===== src/rtl/block_fetch44_if.sv =====
// Bus bundle for block_fetch44: fetch request, frame-memory read port and row-word output.
// master is the fetch block's view; slave is the controller/memory/bank side.
interface block_fetch44_if #(
  parameter int WORD_WIDETH = 8,
  parameter int ADDR_WIDTH  = 12
);
  logic                     start;
  logic [7:0]               blk_x;
  logic [7:0]               blk_y;
  logic                     hold;
  logic                     mem_rd;
  logic [ADDR_WIDTH-1:0]    mem_addr;
  logic [WORD_WIDETH*4-1:0] mem_rdata;
  logic [WORD_WIDETH*4-1:0] out_row;
  logic                     out_en;
  logic                     busy;
  logic                     done;

  modport master (
    input  start, blk_x, blk_y, hold, mem_rdata,
    output mem_rd, mem_addr, out_row, out_en, busy, done
  );

  modport slave (
    output start, blk_x, blk_y, hold, mem_rdata,
    input  mem_rd, mem_addr, out_row, out_en, busy, done
  );
endinterface


===== src/rtl/block_fetch44.sv =====
// Fetches one 4x4 pixel block from frame word memory and streams it out as four row words.
// Reads are issued in row order; data returns one cycle later and is registered onto out_row.
module block_fetch44 #(
  parameter int WORD_WIDETH = 8,
  parameter int ADDR_WIDTH  = 12,
  parameter int LINE_WORDS  = 16
) (
  input  logic            clk,
  input  logic            rst,
  block_fetch44_if.master bus
);

  localparam int ROW_W = WORD_WIDETH * 4;

  localparam logic [1:0] ST_IDLE  = 2'd0;
  localparam logic [1:0] ST_ISSUE = 2'd1;
  localparam logic [1:0] ST_DRAIN = 2'd2;

  logic [1:0]            state;
  logic [7:0]            blk_x_q;
  logic [7:0]            blk_y_q;
  logic [1:0]            row;
  logic                  issue;
  logic [ADDR_WIDTH-1:0] row_addr;
  logic                  rd_d1;
  logic                  last_d1;
  logic [ROW_W-1:0]      out_row_q;
  logic                  out_en_q;
  logic                  done_q;

  // Full-width line arithmetic; the cast truncates, so overflow wraps silently.
  assign row_addr = ADDR_WIDTH'((32'(blk_y_q) * 32'd4 + 32'(row)) * 32'(LINE_WORDS)
                                + 32'(blk_x_q));

  assign issue        = (state == ST_ISSUE) && !bus.hold;
  assign bus.mem_rd   = issue;
  assign bus.mem_addr = issue ? row_addr : '0;
  assign bus.busy     = (state != ST_IDLE);
  assign bus.out_row  = out_row_q;
  assign bus.out_en   = out_en_q;
  assign bus.done     = done_q;

  always_ff @(posedge clk) begin
    if (rst) begin
      state   <= ST_IDLE;
      blk_x_q <= '0;
      blk_y_q <= '0;
      row     <= '0;
    end else begin
      case (state)
        ST_IDLE: begin
          if (bus.start) begin
            state   <= ST_ISSUE;
            blk_x_q <= bus.blk_x;
            blk_y_q <= bus.blk_y;
            row     <= '0;
          end
        end
        ST_ISSUE: begin
          if (!bus.hold) begin
            if (row == 2'd3) begin
              state <= ST_DRAIN;
            end else begin
              row <= row + 2'd1;
            end
          end
        end
        ST_DRAIN: begin
          // done_q marks the cycle row 3 is on out_en; leave on that edge.
          if (done_q) begin
            state <= ST_IDLE;
          end
        end
        default: state <= ST_IDLE;
      endcase
    end
  end

  // Two-stage strobe pipeline follows each read to its output slot; reset drops in-flight reads.
  always_ff @(posedge clk) begin
    if (rst) begin
      rd_d1     <= 1'b0;
      last_d1   <= 1'b0;
      out_en_q  <= 1'b0;
      done_q    <= 1'b0;
      out_row_q <= '0;
    end else begin
      rd_d1    <= issue;
      last_d1  <= issue && (row == 2'd3);
      out_en_q <= rd_d1;
      done_q   <= rd_d1 && last_d1;
      if (rd_d1) begin
        out_row_q <= bus.mem_rdata;
      end
    end
  end

endmodule


===== src/flat_wrapper.sv =====
// flat-port wrapper written by rule: the top's interface ports become plain ports
module block_fetch44_flat 
#(
  parameter int WORD_WIDETH = 8,
  parameter int ADDR_WIDTH  = 12,
  parameter int LINE_WORDS  = 16
)
  (clk, rst, bus_start, bus_blk_x, bus_blk_y, bus_hold, bus_mem_rdata, bus_mem_rd, bus_mem_addr, bus_out_row, bus_out_en, bus_busy, bus_done);
  block_fetch44_if #(.WORD_WIDETH(WORD_WIDETH), .ADDR_WIDTH(ADDR_WIDTH)) bus_i ();
  input  logic clk;
  input  logic rst;
  input wire logic [$bits(bus_i.start)-1:0] bus_start;
  input wire logic [$bits(bus_i.blk_x)-1:0] bus_blk_x;
  input wire logic [$bits(bus_i.blk_y)-1:0] bus_blk_y;
  input wire logic [$bits(bus_i.hold)-1:0] bus_hold;
  input wire logic [$bits(bus_i.mem_rdata)-1:0] bus_mem_rdata;
  output wire logic [$bits(bus_i.mem_rd)-1:0] bus_mem_rd;
  output wire logic [$bits(bus_i.mem_addr)-1:0] bus_mem_addr;
  output wire logic [$bits(bus_i.out_row)-1:0] bus_out_row;
  output wire logic [$bits(bus_i.out_en)-1:0] bus_out_en;
  output wire logic [$bits(bus_i.busy)-1:0] bus_busy;
  output wire logic [$bits(bus_i.done)-1:0] bus_done;
  assign bus_i.start = bus_start;
  assign bus_i.blk_x = bus_blk_x;
  assign bus_i.blk_y = bus_blk_y;
  assign bus_i.hold = bus_hold;
  assign bus_i.mem_rdata = bus_mem_rdata;
  assign bus_mem_rd = bus_i.mem_rd;
  assign bus_mem_addr = bus_i.mem_addr;
  assign bus_out_row = bus_i.out_row;
  assign bus_out_en = bus_i.out_en;
  assign bus_busy = bus_i.busy;
  assign bus_done = bus_i.done;
  block_fetch44 #(.WORD_WIDETH(WORD_WIDETH), .ADDR_WIDTH(ADDR_WIDTH), .LINE_WORDS(LINE_WORDS)) u_core (.clk(clk), .rst(rst), .bus(bus_i));
endmodule

===== config.mk =====
export PLATFORM = sky130hd
export DESIGN_NAME = block_fetch44_flat
export DESIGN_NICKNAME = d
export VERILOG_FILES = /design/src/rtl/block_fetch44_if.sv /design/src/rtl/block_fetch44.sv /design/src/flat_wrapper.sv
export SDC_FILE = /design/constraint.sdc
export NUM_CORES = 1
export LEC_CHECK = 0
export ABC_AREA = 1
export CAP_MARGIN = 20
export CELL_PAD_IN_SITES_DETAIL_PLACEMENT = 1
export CELL_PAD_IN_SITES_GLOBAL_PLACEMENT = 1
export CORE_MARGIN = 4
export CORE_UTILIZATION = 29
export CTS_CLUSTER_DIAMETER = 120
export DETAILED_ROUTE_END_ITERATION = 6
export GPL_TIMING_DRIVEN = 0
export PLACE_DENSITY = 0.84
export SETUP_SLACK_MARGIN = 0.15
export SLEW_MARGIN = 25
export SYNTH_ARGS = -nofsm -noshare
export SYNTH_HDL_FRONTEND = slang
export SYNTH_SLANG_ARGS = --single-unit

===== constraint.sdc =====
create_clock -name clk -period 1.8 [get_ports clk]
set_clock_uncertainty 0.05 [all_clocks]
set_input_delay 0.18 -clock clk [delete_from_list [all_inputs] [get_ports clk]]
set_output_delay 0.18 -clock clk [all_outputs]
set_load 0.01 [all_outputs]

Word level (Yosys, flattened, before mapping)

Index checks and enable logic that the tools add are counted.

Add/sub/neg operators: 3
Eq/ne operators: 8
Mux-type cells: 10
Reductions and logical operators: 10

Operators with widths:

| cell                | number |
|---|---|
| $mux 2              | 7 |
| $add 12x8->12       | 1 |
| $mux 12             | 1 |
| $add 8x2->8         | 1 |
| $ne 2x2->1 const B  | 4 |
| $reduce_and 4->1    | 2 |
| $pmux 2 s3          | 1 |
| $eq 2x2->1 const B  | 2 |
| $pmux 2 s2          | 1 |
| $reduce_bool 2->1   | 2 |
| $logic_and 1x1->1   | 3 |
| $add 2x1->2 const B | 1 |
| $eq 2x1->1 const B  | 1 |
| $logic_not 2->1     | 1 |
| $ne 2x1->1 const B  | 1 |
| $reduce_and 2->1    | 1 |
| $logic_not 1->1     | 1 |

Register bits after elaboration: 54
Input bits: 52
Output and inout port bits: 48
Word-level logic and storage cells: 40

Logic depth before layout (Yosys ltp)

Word-level depth: 4
Depth in mapped cells: 8
Gate-level depth less buffers: 8

Worst setup path after synthesis

OpenSTA, ideal clock, no wires.

Path kind: reg2out
From: reg u_core.row[0]
To: out bus_mem_addr[10]
Arrival time: 1397 ps
Data required time: 1570 ps
Path slack: 173 ps
Cell stages (with the launch flop): 8
Buffers on the path: 0
Cell sequence: dfxtp_1 ha_1 fa_1 nand2_1 nand2_1 nand3_1 o21ai_1 nor2_1

Word-level cells in the longest chain between the ends: 3

RTL lines:

| what                   | RTL line            | text |
|---|---|---|
| start, declared        | block_fetch44.sv:22 | `logic [1:0] row;` |
| start signal, assigned | block_fetch44.sv:64 | `row <= row + 2'd1;` |
| $add 8x2->8            | block_fetch44.sv:32 | `assign row_addr = ADDR_WIDTH'((32'(blk_y_q) * 32'd4 + 32'(row)) * 32'(LINE_WORDS)` |
| $add 12x8->12          | block_fetch44.sv:33 | `+ 32'(blk_x_q));` |
| $mux 12                | block_fetch44.sv:37 | `assign bus.mem_addr = issue ? row_addr : '0;` |
| end, declared          | flat_wrapper.sv:18  | `output wire logic [$bits(bus_i.mem_addr)-1:0] bus_mem_addr;` |

No other way between the ends.

Worst setup path in the final report

From: reg u_core.row[1]
To: out bus_mem_addr[10]

Same word-level chain as after synthesis.

==> results by stage <==
Clock tree:
- After clock tree synthesis, the clock-pin slew on the worst setup and hold paths is 100 ps.
- The number of buffers created by CTS is 5.
- The number of buffers added to fix hold violations after cts is 0.
- The clock root buffer is sky130_fd_sc_hd__clkbuf_8.
- The later pin in the worst-skew pair is clocked with a latency of 310 ps.
- The buffer levels on the longest clock path is 2.
- The number of H-tree levels is 2.
- Counting every sink on the clock net gives 54.
- The CTS tree is built.

Status:
- The run finished, with violations left.
- The final reports fail on negative setup slack.

Finish:
- 0 antenna diodes ended up in the layout.
- The layout overhead on the synthesized area is 59.72%.
- The share of final-layout standard cells stronger than drive strength 1 is 0.1970.
- The net count reported at finish is 463.
- The number of fill cells in the layout is 912.
- The final design area excluding fillers is 0.003587 mm2.

STA:
- Of the available clock period, the critical path in the final layout requires 1.071.
- Measured against its own limit, the worst slew margin works out to 0.7030.
- The total count of max-transition violations in the final report is 0.
- The minimum period implied by the final worst setup slack is 1927 ps.
- The slew at the pin closest to its max-slew limit is 445.5 ps.
- The final hold violation count is 0.
- Setup repair after global routing could not meet its margin everywhere.
- The final setup violation count is 6.
- The worst hold margin is 92.83 ps.
- The post-route worst setup slack is -127.2 ps.
- For this run, the top clock speed supported by timing is 518.9 MHz.

Route:
- In this run the remaining antenna-violating nets after routing total 0.
- The remaining routing DRC violations is 0.
- In the detailed route, the total length drawn on met3 is 413 um.
- The detailed router put a total of 3125 um of wire on met1.
- Wire segments on met2 add up to 3599 um in the final route.
- The routed layout has 2324 vias.
- The first detailed-routing pass ran for 4 iterations.
- After detailed routing, the total wire length is 7180 um.
- The average wire per standard cell is 14.22 um.
- The uppermost layer routed is met4.
- The first routing iteration left 33 violations.
- The via density per instance is 4.602.

Power:
- Power spread over the standard cell area amounts to 730.6 mW/mm2.
- The internal power component is 1.934 mW.
- VDD sags by at most 0.2798 mV.
- The power spent charging and discharging nets is 686.7 uW.
- Of the total power, combinational logic draws 0.182.
- The analysis attributes to cell leakage a power of 1.510 nW.
- The fraction of power spent switching nets is 0.2620.
- The portion of total power attributed to sequential cells is 0.497.
- The clock network fraction of total power is 0.321.

Synthesis:
- The average instance area after synthesis is 7.639 um2.
- The number of cells produced by synthesis is 294.
- The flip-flop and latch count after synthesis is 54.
- For this run, the number of Yosys warnings is 0.
- The distinct cell type count after synthesis is 23.
- The number of nets in the synthesized netlist is 352.
- The mapped netlist covers 0.002246 mm2.
- The fraction of the yosys area taken by sequential cells is 0.4813.

Floorplan:
- The initial utilization of the core area, before any placement, comes to 0.3032.
- After floorplanning, the core was divided into 31 placement rows.
- The number of primary I/O pins is 100.
- The area inside the core boundary is 0.007408 mm2.
- In this run the horizontal extent of the chip is 96 um.
- The floorplan step defined a die boundary enclosing 0.009216 mm2.
- In this run the vertical extent of the chip is 96 um.

Setup path:
- At the worst endpoint, the required time is 1570 ps.
- The slack of the worst reg-to-reg path is 370 ps.
- Along the worst path, the maximum fanout reaches 3.
- The kind of end point of the critical path is an output port.
- Data on the critical path arrives at its endpoint at 1700 ps.
- The startpoint of the most critical setup path is u_core.row[1]$_SDFFE_PP0P_.
- STA classifies the critical path startpoint as a flop.
- The startpoint of the most critical register-to-register path is u_core.row[1]$_SDFFE_PP0P_.
- The worst setup path category is flop to output port.

Global routing:
- The via count of the first global-routing pass is 2455.
- The pin count of the biggest net entering global routing is 19.
- The number of antenna violations at the first check in global routing is 0.
- The sum of overflow across all layers after global routing is 0.
- The global-route wire length before repair is 11360 um.
- The global routing usage summed across all routing layers is 0.1579.

Placement:
- The half-perimeter wire length after placement is 5386 um.
- After detailed placement, the total cell area comes to 0.003331 mm2.
- The weighted congestion reported at the end of routability-driven placement is 0.7320.
- During placement, the flow inserted port buffers numbering 96.

Worst hold path:
- The startpoint identified for the worst hold timing path is rst.
- The worst hold path belongs to the class primary input to flop.

Job:
- Across the run, the number of max-cap violations was 0.
-- synth_stat cells --
cell | n | area [um2]
sky130_fd_sc_hd__a21oi_1 | 9 | 45.04
sky130_fd_sc_hd__a21oi_2 | 7 | 61.31
sky130_fd_sc_hd__buf_2 | 5 | 25.02
sky130_fd_sc_hd__buf_6 | 2 | 22.52
sky130_fd_sc_hd__clkbuf_1 | 6 | 22.52
sky130_fd_sc_hd__dfxtp_1 | 54 | 1081
sky130_fd_sc_hd__fa_1 | 1 | 20.02
sky130_fd_sc_hd__ha_1 | 5 | 62.56
sky130_fd_sc_hd__inv_1 | 16 | 60.06
sky130_fd_sc_hd__inv_2 | 6 | 22.52
sky130_fd_sc_hd__inv_4 | 1 | 6.260
sky130_fd_sc_hd__nand2_1 | 19 | 71.32
sky130_fd_sc_hd__nand3_1 | 9 | 45.04
sky130_fd_sc_hd__nand3_2 | 1 | 10.01
sky130_fd_sc_hd__nand3b_1 | 1 | 7.510
sky130_fd_sc_hd__nand4_1 | 1 | 6.260
sky130_fd_sc_hd__nor2_1 | 95 | 356.6
sky130_fd_sc_hd__nor2_2 | 4 | 25.02
sky130_fd_sc_hd__nor2_8 | 1 | 20.02
sky130_fd_sc_hd__o21ai_0 | 20 | 100.1
sky130_fd_sc_hd__o21ai_1 | 25 | 125.1
sky130_fd_sc_hd__o21ai_2 | 5 | 43.79
sky130_fd_sc_hd__or2_1 | 1 | 6.260
-- repair_timing --
action                     CTS  global route
setup buffers                7             1
setup endpoints to repair   14            10
resized for setup           48            22
gates cloned                 0             0
pin swaps                    4             9
-- worst max-delay path, stage by stage (launching register included) --
cell and delay, ps:
sky130_fd_sc_hd__dfxtp_4 360, sky130_fd_sc_hd__buf_6 120, sky130_fd_sc_hd__fa_2 390, sky130_fd_sc_hd__nand2_2 80
sky130_fd_sc_hd__nand2_2 60, sky130_fd_sc_hd__nand3_2 80, sky130_fd_sc_hd__nor2_1 40, sky130_fd_sc_hd__nor2_1 100
sky130_fd_sc_hd__nor2_1 40, sky130_fd_sc_hd__buf_2 130
-- cell type report --
| cell class | count | area [um2] | share of cell area |
|---|---|---|---|
| sequential | 54 | 1096 | 0.3055 |
| multi-input combinational | 204 | 1096 | 0.3055 |
| timing repair buffer | 104 | 991.0 | 0.2762 |
| tap | 99 | 123.9 | 0.03453 |
| inverter | 23 | 93.84 | 0.02616 |
| buffer | 13 | 70.07 | 0.01953 |
| clock buffer | 5 | 68.82 | 0.01918 |
| clock inverter | 3 | 47.55 | 0.01325 |
-- registers in the layout (all words and copies together) (netlist names) --
name,cells
u_core.blk_x_q,8
u_core.blk_y_q,6
u_core.bus.done,1
u_core.bus.out_en,1
u_core.bus.out_row,32
u_core.last_d1,1
u_core.rd_d1,1
u_core.row,2
u_core.state,2
-- layer usage --
metal | vias to the layer above | track usage
li1 | 1162 | -
met1 | 1090 | 0.1899
met2 | 67 | 0.2846
met3 | 5 | 0.03518
met4 | 0 | 0.03555
met5 | - | 0
-- logic make-up (layout without fill, tap and decap cells) --
logic type,count (synthesis),after routing,synth area share
DFF,54,54,0.4813
AOI/OAI and AO/OA,66,66,0.1671
and+or+nand+nor,132,132,0.2440
adders and majority gates,6,6,0.03677
buffers and inverters,36,148,0.07075
-- power groups by stage --
| stage | clock (mW) | combinational [mW] | sequential [mW] |
|---|---|---|---|
| after global placement | 0 | 0.436 | 1.32 |
| final | 0.841 | 0.478 | 1.30 |
| after global routing | 0.918 | 0.527 | 1.31 |
| after CTS | 0.871 | 0.467 | 1.30 |
| after floorplan | 0 | 0.194 | 1.33 |
| after detailed placement | 0 | 0.446 | 1.32 |
-- per-stage QoR --
| stage | total power [mW] | worst slack (ps) | util | TNS, ps | std cells |
|---|---|---|---|---|---|
| after detailed placement | 1.769 | -404.2 | 0.4496 | -2637 | 489 |
| after CTS | 2.639 | -175.4 | 0.4783 | -789.7 | 504 |
| final | 2.621 | -127.2 | 0.4842 | -356.9 | 505 |
| after floorplan | 1.523 | 173.4 | - | 0 | 294 |
| after global routing | 2.755 | -252.2 | 0.4842 | -940.8 | 505 |
| after global placement | 1.756 | -373.3 | 0.4496 | -2271 | 489 |
-- placed cells by master, fill, tap and decap left out, types with 9 or more instances in the layout --
master / Yosys / routed
sky130_fd_sc_hd__a21oi_1: 9 / 9
sky130_fd_sc_hd__buf_2: 5 / 9
sky130_fd_sc_hd__clkdlybuf4s50_1: 0 / 82
sky130_fd_sc_hd__dfxtp_1: 54 / 46
sky130_fd_sc_hd__inv_1: 16 / 15
sky130_fd_sc_hd__nand2_1: 19 / 15
sky130_fd_sc_hd__nor2_1: 95 / 91
sky130_fd_sc_hd__o21ai_0: 20 / 20
sky130_fd_sc_hd__o21ai_1: 25 / 23
-- final timing paths --
kind	end	cells past startpoint
worst max-delay path	bus_mem_addr[10]	9
worst min-delay path	u_core.state[0]$_SDFFE_PP0P_	2
worst min register to register	u_core.bus.done$_SDFF_PP0_	2
worst max register to register	u_core.row[1]$_SDFFE_PP0P_	7
Note: power is estimated with default switching activity, not from simulation.
